## src/rtl/sio_master.sv

```systemverilog
// Initiator for the SiTCP serial register link: sends command/address/data frames,
// clocks the slave until its start bit, then captures the 8-bit response.
module sio_master #(
   parameter int unsigned CLK_DIV     = 4,
   parameter int unsigned ADDR_BYTES  = 4,
   parameter int unsigned ACK_TIMEOUT = 1024
) (
   input  logic        CLK,
   input  logic        RST,
   input  logic        REQ_WE,
   input  logic        REQ_RE,
   input  logic [31:0] REQ_ADDR,
   input  logic [7:0]  REQ_WD,
   output logic        BUSY,
   output logic        DONE,
   output logic [7:0]  RD_DATA,
   output logic        TIMEOUT_ERR,
   output logic        SCK,
   output logic        SCS,
   output logic        SO,
   input  logic        SI
);

   localparam int unsigned TW = $clog2(ACK_TIMEOUT + 1);
   localparam logic [5:0] NbRdLast = 6'(8 * ADDR_BYTES + 7);
   localparam logic [5:0] NbWrLast = 6'(8 * ADDR_BYTES + 15);

   typedef enum logic [2:0] {StIdle, StSetup, StShift, StWaitAck, StRecv, StEnd} state_e;

   state_e        state_q;
   logic [7:0]    div_q;
   logic [5:0]    bit_cnt_q;
   logic [TW-1:0] to_cnt_q;
   logic [47:0]   sr_q;
   logic [6:0]    rx_q;
   logic          rd_q;
   logic          busy_q, done_q, terr_q, sck_q, scs_q, so_q;
   logic [7:0]    rd_data_q;

   logic          tick;
   logic          accept;
   logic [7:0]    cmd;
   logic [31:0]   addr_al;
   logic [47:0]   frame;

   assign tick   = (div_q == 8'(CLK_DIV - 1));
   // The cycle carrying DONE is not an acceptance cycle.
   assign accept = (REQ_WE | REQ_RE) & ~done_q;

   always_comb begin
      cmd     = {1'b1, 1'b0, REQ_RE, 1'b0, 2'(ADDR_BYTES - 1), 2'b00};
      addr_al = REQ_ADDR << (32 - 8 * ADDR_BYTES);
      frame   = {cmd, addr_al, 8'h00};
      if (!REQ_RE) frame[39-8*ADDR_BYTES -: 8] = REQ_WD;
   end

   always_ff @(posedge CLK or posedge RST) begin
      if (RST) begin
         state_q   <= StIdle;
         div_q     <= 8'd0;
         bit_cnt_q <= 6'd0;
         to_cnt_q  <= '0;
         sr_q      <= 48'd0;
         rx_q      <= 7'd0;
         rd_q      <= 1'b0;
         busy_q    <= 1'b0;
         done_q    <= 1'b0;
         terr_q    <= 1'b0;
         sck_q     <= 1'b0;
         scs_q     <= 1'b0;
         so_q      <= 1'b0;
         rd_data_q <= 8'h00;
      end else begin
         done_q <= 1'b0;
         if (state_q != StIdle) div_q <= tick ? 8'd0 : div_q + 8'd1;
         unique case (state_q)
            StIdle: begin
               if (accept) begin
                  rd_q      <= REQ_RE;
                  so_q      <= frame[47];
                  sr_q      <= {frame[46:0], 1'b0};
                  scs_q     <= 1'b1;
                  busy_q    <= 1'b1;
                  terr_q    <= 1'b0;
                  bit_cnt_q <= 6'd0;
                  state_q   <= StSetup;
               end
            end
            StSetup: begin
               if (tick) begin
                  sck_q   <= 1'b1;
                  state_q <= StShift;
               end
            end
            StShift: begin
               if (tick) begin
                  sck_q <= ~sck_q;
                  if (sck_q) begin
                     if (bit_cnt_q == (rd_q ? NbRdLast : NbWrLast)) begin
                        so_q      <= 1'b0;
                        bit_cnt_q <= 6'd0;
                        to_cnt_q  <= '0;
                        state_q   <= StWaitAck;
                     end else begin
                        so_q      <= sr_q[47];
                        sr_q      <= {sr_q[46:0], 1'b0};
                        bit_cnt_q <= bit_cnt_q + 6'd1;
                     end
                  end
               end
            end
            StWaitAck: begin
               if (tick) begin
                  sck_q <= ~sck_q;
                  if (!sck_q) begin
                     to_cnt_q <= to_cnt_q + TW'(1);
                  end else if (SI) begin
                     state_q <= StRecv;
                  end else if (to_cnt_q == TW'(ACK_TIMEOUT)) begin
                     terr_q    <= 1'b1;
                     rd_data_q <= 8'hFF;
                     scs_q     <= 1'b0;
                     state_q   <= StEnd;
                  end
               end
            end
            StRecv: begin
               if (tick) begin
                  sck_q <= ~sck_q;
                  if (sck_q) begin
                     rx_q <= {rx_q[5:0], SI};
                     if (bit_cnt_q == 6'd7) begin
                        rd_data_q <= {rx_q, SI};
                        scs_q     <= 1'b0;
                        state_q   <= StEnd;
                     end else begin
                        bit_cnt_q <= bit_cnt_q + 6'd1;
                     end
                  end
               end
            end
            StEnd: begin
               // SCS stays low for one divider period before reporting completion.
               if (tick) begin
                  done_q  <= 1'b1;
                  busy_q  <= 1'b0;
                  state_q <= StIdle;
               end
            end
            default: state_q <= StIdle;
         endcase
      end
   end

   assign BUSY        = busy_q;
   assign DONE        = done_q;
   assign RD_DATA     = rd_data_q;
   assign TIMEOUT_ERR = terr_q;
   assign SCK         = sck_q;
   assign SCS         = scs_q;
   assign SO          = so_q;

endmodule

```

## config.mk

```make
export PLATFORM = sky130hd
export DESIGN_NAME = sio_master
export DESIGN_NICKNAME = d
export VERILOG_FILES = /design/src/rtl/sio_master.sv
export SDC_FILE = /design/constraint.sdc
export NUM_CORES = 1
export LEC_CHECK = 0
export ABC_AREA = 1
export CAP_MARGIN = 20
export CORE_ASPECT_RATIO = 2
export CORE_MARGIN = 2
export CORE_UTILIZATION = 45
export CTS_BUF_LIST = sky130_fd_sc_hd__clkbuf_2 sky130_fd_sc_hd__clkbuf_4 sky130_fd_sc_hd__clkbuf_8
export DETAILED_ROUTE_END_ITERATION = 6
export PLACE_DENSITY = 0.67
export SYNTH_ARGS = -nofsm -noshare
export SYNTH_HDL_FRONTEND = slang
export SYNTH_SLANG_ARGS = --single-unit
export TNS_END_PERCENT = 100
```

## constraint.sdc

```tcl
create_clock -name CLK -period 3.47 [get_ports CLK]
set_clock_uncertainty 0.05 [all_clocks]
set_input_delay 0.347 -clock CLK [delete_from_list [all_inputs] [get_ports CLK]]
set_output_delay 0.347 -clock CLK [all_outputs]
set_load 0.02 [all_outputs]
```

# == After elaboration in Yosys (flattened, before gate mapping) ==
# Index checks and enable logic that the tools add are counted.
# W data, S select, Z words.
# totals
ff_bits,98
input_bits,45
output_inout_bits,14
# classes
n_addsub,3
n_eq_ne,27
mux,70
bitwise,4
reduce_logical,23
# op_table
cell,count
$mux W48,4
$pmux W48 S2,1
$mux W8,9
$mux W11,5
$mux W6,7
$mux W3,13
$ne A2 B2 Y1 const B,16
$pmux W11 S2,1
$mux W1,21
$pmux W3 S6,1
$pmux W6 S3,1
$pmux W8 S2,1
$reduce_and A12 Y1,1
$reduce_and A6 Y1,2
$reduce_bool A2 Y1,6
$add A11 B1 Y11 const B,1
$eq A11 B11 Y1 const B,1
$reduce_and A3 Y1,3
$reduce_and A9 Y1,1
$reduce_bool A3 Y1,3
$add A8 B1 Y8 const B,1
$eq A8 B2 Y1 const B,1
$pmux W1 S2,4
$reduce_and A8 Y1,1
other kinds (19),22

# == Longest topological paths before layout ==
# Gate-level depths: netlist of the first run.
# logic_depth
word_depth,6
depth_mapped,11
depth_no_buf,11

# == Least setup slack after synthesis of the first run ==
# No wires, ideal clock.
# synth_timing
path_kind,register to register
startpoint,register bit_cnt_q[0]
endpoint,register sr_q[10]
arrival_ns,1.532
required_time_ns,3.290
path_slack_ns,1.758
stages_incl_launch_ff,12
synth_period_minus_slack_ns,1.712
cell_sequence,dfrtp_1 > ha_1 > nand2_1 > nor2_1 > nand2_1 > nand2_2 > nand2_4 > nand2_2 > buf_6 > buf_4 > nand2_1 > o21ai_1
# synth_between
elab_chain_cells,3
# synth_lines
element,line_no,text
from (decl),32,logic [5:0] bit_cnt_q;
from (signal assigned),107,bit_cnt_q <= bit_cnt_q + 6'd1;
from (signal assigned),137,bit_cnt_q <= bit_cnt_q + 6'd1;
$eq A6 B6 Y1,99,if (bit_cnt_q == (rd_q ? NbRdLast : NbWrLast)) begin
$ne A2 B2 Y1 (no line),--,
$reduce_and A5 Y1 (no line),--,
to (signal assigned),81,"sr_q <= {frame[46:0], 1'b0};"
to (signal assigned),106,"sr_q <= {sr_q[46:0], 1'b0};"
to (decl),34,logic [47:0] sr_q;
# Every way passes these cells.
# A chain may end at the register's enable or synchronous reset.

# == Final worst setup path of the first run ==
# layout_timing
startpoint,register state_q[2]
endpoint,register to_cnt_q[9]
# layout_between
elab_chain_cells,3
# layout_lines
element,line_no,text
from (decl),30,state_e state_q;
from (signal assigned),59,state_q <= StIdle;
from (signal assigned),86,state_q <= StSetup;
from (signal assigned),92,state_q <= StShift;
$eq A3 B2 Y1,76,unique case (state_q)
$ne A2 B2 Y1 (no line) / $reduce_bool A2 Y1 (equally long branches),--,
$reduce_and A6 Y1 (no line),--,
to (signal assigned),116,to_cnt_q <= to_cnt_q + TW'(1);
to (decl),33,logic [TW-1:0] to_cnt_q;
# Parallel ways exist; a longest one is shown, timed or not.

==> results of run 1 <==
-- cell families after synthesis --
kind of cell,count (synthesis)
AO/OA/AOI/OAI,88
XOR/XNOR,8
AND/OR/NAND/NOR,307
multiplexers,32
adder cells (fa/ha/maj),4
flip-flops,97
buffers and inverters,62
-- worst register-to-register path, stage by stage, from the launching register on --
cell,delay (ns)
dfrtp_1,0.43
nor2_2,0.07
nand2_2,0.43
inv_2,0.29
nand2_2,0.20
nand3_1,0.10
nor2_1,0.54
inv_2,0.25
nand2_1,0.12
o21ai_1,0.07
-- cell usage after synthesis (8+ instances only) --
cell	count	area share, %
nand2_1	188	14
dfrtp_1	97	50
nor2_1	52	4.0
nand3_1	50	5.1
o21ai_1	36	3.7
mux2i_1	32	6.5
inv_1	31	2.4
o21ai_0	30	3.1
buf_2	11	1.1
a21oi_1	9	0.92
o21ai_2	8	1.4
-- sequential cells by signal, indices dropped and copies added (netlist names) --
signal and count:
rx_q 7, DONE 1, sr_q 47, to_cnt_q 11, state_q 3, SCS 1, SO 1, div_q 8
TIMEOUT_ERR 1, RD_DATA 8, SCK 1, BUSY 1, rd_q 1, bit_cnt_q 6
-- layout by cell type (no fill, tap or decap) --
| master | Yosys | final |
|---|---|---|
| a211oi_1 | 2 | 2 |
| a21oi_1 | 9 | 9 |
| a21oi_2 | 1 | 1 |
| a31oi_1 | 1 | 1 |
| buf_12 | 0 | 2 |
| buf_4 | 3 | 2 |
| bufinv_16 | 0 | 1 |
| clkbuf_4 | 0 | 1 |
| clkbuf_8 | 0 | 10 |
| clkdlybuf4s50_1 | 0 | 58 |
| clkinv_1 | 1 | 1 |
| clkinv_4 | 0 | 1 |
| clkinvlp_4 | 0 | 2 |
| dfrtp_1 | 97 | 97 |
| ha_1 | 4 | 4 |
| inv_1 | 31 | 30 |
| inv_2 | 7 | 7 |
| inv_4 | 0 | 1 |
| mux2i_1 | 32 | 32 |
| nand2_1 | 188 | 188 |
| nand2_2 | 3 | 3 |
| nand2_4 | 1 | 1 |
| nand3_1 | 50 | 50 |
| nand3b_4 | 1 | 1 |
| nand4_1 | 7 | 7 |
| nor2_1 | 52 | 52 |
| nor2_2 | 1 | 1 |
| nor3_1 | 3 | 3 |
| nor3_2 | 1 | 1 |
| o21ai_0 | 30 | 30 |
| o21ai_1 | 36 | 36 |
| o21ai_2 | 8 | 8 |
| o21bai_1 | 1 | 1 |
| xnor2_1 | 5 | 5 |
| xor2_1 | 3 | 3 |
-- final cells by class --
class | count | area, um2 | area share (%)
inverters | 39 | 149 | 2.58
repair buffers | 62 | 636 | 11.0
clock inverters | 4 | 53.8 | 0.931
well taps | 137 | 171 | 2.96
clock buffers | 11 | 145 | 2.51
flip-flops and latches | 97 | 2430 | 42.0
multi-input cells | 439 | 2200 | 38.0
-- final timing paths --
kind / slack [ns] / depth (start not counted) / end / startpoint
max: 0.82 / 9 / to_cnt_q[9] / state_q[2]
min: 0.32 / 3 / DONE / RST
max reg2reg: 0.82 / 9 / to_cnt_q[9] / state_q[2]
min reg2reg: 0.43 / 2 / sr_q[3] / sr_q[3]
max in group asynchronous: 2.55 / 3 / sr_q[23] / RST
min in group CLK: 0.43 / 2 / sr_q[3] / sr_q[3]
-- routing by layer --
layer / up-vias / GRT usage, %
met1: 1890 / 21.3
met4: 0 / 10.2
li1: 2050 / -
met2: 98 / 35.1
met5: - / 0
met3: 22 / 3.55
-- power breakdown --
group,internal (uW),total [uW],switching (uW)
sequential,1560,1820,264
combinational,763,2050,1290
clock,358,750,392
-- metrics by stage --
step                      util, %  setup WS [ns]  hold slack (ns)  instances
after floorplan                 -          0.539            0.391        598
after global placement       52.9          0.956            0.405        774
after detailed placement     52.9          0.837            0.414        774
after CTS                    54.8          0.821            0.397        789
after global routing         54.8          0.512            0.423        789
final                        54.8          0.820            0.324        789
==> impl_metrics.ini, run 1 <==
[status]
outcome = finished clean

[finish]
nets = 697
design_area_um2 = 5780
drive_gt1_share_pct = 6.60
area_growth_pct = 18.0
diodes = 0
fillers = 995

[synthesis]
ys.flop_type = dfrtp_1
ys_warn_count = 0
yosys-mux-area-fraction_pct = 6.54
synth_seq_cells = 97
netlist_area_um2 = 4900
synth_compound_area_share_pct = 9.86
synth_xor_area_share_pct = 1.43
ys_seq_area_share_pct = 49.5
synth_top_family_by_area = simple AND/OR/NAND/NOR gates
synthesis.nets = 647
synth-simple-area-share_pct = 26.0
synth_edf_count = 0
synthArstFlopShare_pct = 100
synth_cell_type_count = 31
synthAdderAreaFrac_pct = 1.02
synthCells = 598
syn_area_per_cell_um2 = 8.19

[global_routing]
grt_remaining_overflow = 0
grt_pass1_wl_um = 18300
grt_pass1_vias = 4110
antenna_found_initial = 0
grt_use_total_pct = 19.4
grt_max_degree = 98

[detailed_routing]
drt_iter0_drc = 201
firstDrtPassIters = 5
wirelength_um = 10500
ant_nets = 0
vias = 4060
routed.top_layer = met4
routedLengthMet1_um = 4220
drc = 0
route.met3.wl_um = 432
drt-wirelength-per-cell_um = 13.3
dr_wl_met2_um = 5520
via_per_inst = 5.15

[critical_path]
crit_chain = nor2_2 > nand2_2 > inv_2 > nand2_2 > nand3_1 > nor2_1 > inv_2 > nand2_1 > o21ai_1
cp.arrival_ns = 2.85
critPathSlowestCell = nor2_1
start_kind = flop
cp-end-kind = flop
crit_family = simple AND/OR/NAND/NOR gates
crit_required_ns = 3.67
max_stage_delay_ns = 0.54
crit_type = flop to flop
path_max_fanout = 25
crit_buf_inv = 2

[flow_run]
maxCapViolations = 0

[sta]
maxSlewViolCount = 0
finalSetupViolCount = 0
fmax_mhz = 377
worst_slew_pin_slew_ns = 0.686
setup_tns_ns = 0
hold_violations = 0
grt_setup_unrepaired = no
slew_headroom_pct = 54.1
min_period_ns = 2.65
fin_crit_sh_pct = 76.4

[die]
core_area_um2 = 10500
placementRows = 53
dieArea_um2 = 11800
die_x_um = 77.8
pin_count = 59
fp.dieH_um = 152
start_util_pct = 46.5

[place]
gp_congestion = 0.941
hpwl_um = 7380
port_buffers = 58
place_area_um2 = 5580

[clocking]
cts_made_buffers = 9
cts_tree = done
clock_sinks = 97
htreeDepth = 3
clk_latency_ns = 0.37
post_cts_buffers = 0
post_cts_resized = 0
cts.clk_slew.worst_paths_ns = 0.10
clock_path_buffers = 2
ctsHoldBuffers = 0
root_buffer = clkbuf_8

[worst_hold_path]
holdCritPathClass = primary input to asynchronous set/reset pin

[power_and_ir_drop]
fin_total_pwr_uw = 4630
p_per_area_nw_per_um2 = 800
p_leak_uw = 0.00291
irDropWorstVdd_mv = 0.556
Note: power is estimated with default switching activity, not from simulation.
==> run 2, diff against run 1 <==
Clock period 3.47 ns to 2.5 ns, I/O delays scaled along.
==> impl_metrics.ini, run 2 (synthesized netlist as in run 1, its figures left out) <==
[clocking]
post_cts_buffers = 0
clock_path_buffers = 2
htreeDepth = 3
cts_tree = done
cts_made_buffers = 9
cts.clk_slew.worst_paths_ns = 0.10
ctsHoldBuffers = 0
post_cts_resized = 0
root_buffer = clkbuf_8
clk_latency_ns = 0.38
clock_sinks = 97

[detailed_routing]
via_per_inst = 5.10
drc = 0
vias = 4058
ant_nets = 0
drt_iter0_drc = 199
firstDrtPassIters = 4
drt-wirelength-per-cell_um = 13.3
wirelength_um = 10600

[global_routing]
grt_remaining_overflow = 0
antenna_found_initial = 0
grt_use_total_pct = 19.3
grt_pass1_vias = 4134
grt_pass1_wl_um = 18200
grt_max_degree = 98

[die]
placementRows = 53
start_util_pct = 46.5
dieArea_um2 = 11800
fp.dieH_um = 152
core_area_um2 = 10500
die_x_um = 77.8
pin_count = 59

[critical_path]
crit_chain = nand3_1 > nand2_1 > nand2_1 > nand2_1 > nor2_1 > nand3_1 > nand2_1 > nand2_1
path_max_fanout = 14
crit_buf_inv = 0
crit_required_ns = 2.72
crit_family = simple AND/OR/NAND/NOR gates
rr_startpoint = state_q[0]
r2r_cells = 8
max_stage_delay_ns = 0.45
cp_common_cell = nand2_1
crit_type = flop to flop
reg2reg_slack_ns = 0.50
critPathSlowestCell = dfrtp_1
cp.arrival_ns = 2.22
cp-end-kind = flop
start_kind = flop
r2r-end = state_q[0]

[sta]
fmax_mhz = 501
hold_violations = 0
fin_crit_sh_pct = 79.9
finalSetupViolCount = 0
holdWs_ns = 0.296
min_period_ns = 2.00
grt_setup_unrepaired = no
setup_tns_ns = 0
slew_headroom_pct = 64.9
worst_slew_pin_slew_ns = 0.526
maxSlewViolCount = 0

[place]
port_buffers = 58
place_area_um2 = 5630
gp_congestion = 0.956
hpwl_um = 7620

[power_and_ir_drop]
p_per_area_nw_per_um2 = 1110
fin_total_pwr_uw = 6490
irDropWorstVdd_mv = 0.652
p_leak_uw = 0.00293

[status]
outcome = finished clean

[finish]
final_common_cell = nand2_1
mostFrequentLayoutCells = nand2_1, dfrtp_1, clkdlybuf4s50_1, nor2_1, nand3_1
largest_reg_flops = 47
design_area_um2 = 5830
nets = 703
largestRegisters = sr_q (47), to_cnt_q (11)
regMostFlops = sr_q
diodes = 0
final_util_pct = 55.3
drive_gt1_share_pct = 7.59
area_growth_pct = 19.0

[worst_hold_path]
holdCritPathClass = primary input to asynchronous set/reset pin

[flow_run]
maxCapViolations = 0
run 2: worst reg2reg max path: stages (launching register included):
cell     delay (ns)
dfrtp_1        0.45
nand3_1        0.44
nand2_1        0.23
nand2_1        0.14
nand2_1        0.06
nor2_1         0.22
nand3_1        0.18
nand2_1        0.09
nand2_1        0.05
run 2: power breakdown:
| group | internal [uW] | total (uW) | switching (uW) | leakage [uW] |
|---|---|---|---|---|
| sequential | 2170 | 2540 | 377 | 0.00123 |
| combinational | 1110 | 2890 | 1780 | 0.00161 |
| clock | 470 | 1050 | 585 | 0.0000896 |
run 2: cell type report:
cell class | count | area (um2)
repair buffers | 68 | 681
well taps | 137 | 171
clock buffers | 9 | 124
clock inverters | 7 | 80.1
fillers | 1002 | 4710
flip-flops and latches | 97 | 2430
inverters | 39 | 150
multi-input cells | 439 | 2200
run 2: through the flow:
| stage | worst slack (ns) | instances |
|---|---|---|
| final | 0.503 | 796 |
| after global routing | 0.256 | 796 |
| after CTS | 0.516 | 796 |
| after detailed placement | 0.514 | 780 |
| after floorplan | 0.788 | 598 |
| after global placement | 0.534 | 780 |
run 2: per-layer routing:
layer	vias to the layer above	track usage (%)	part of all wire [%]
li1	2074	-	-
met1	1859	21.2	41
met2	98	35.1	53
met3	27	4.09	3.6
met4	0	9.20	3.0
met5	-	0	0
run 2: how the worst max path moves through the flow:
stage | startpoint | depth (start not counted) | end
3_3_place_gp | state_q[2] | 7 | RD_DATA[0]
2_1_floorplan | bit_cnt_q[0] | 11 | sr_q[10]
3_5_place_dp | REQ_RE | 11 | bit_cnt_q[3]
6_report | state_q[0] | 8 | state_q[0]
4_1_cts | state_q[0] | 8 | state_q[0]
5_1_grt | state_q[2] | 8 | to_cnt_q[5]
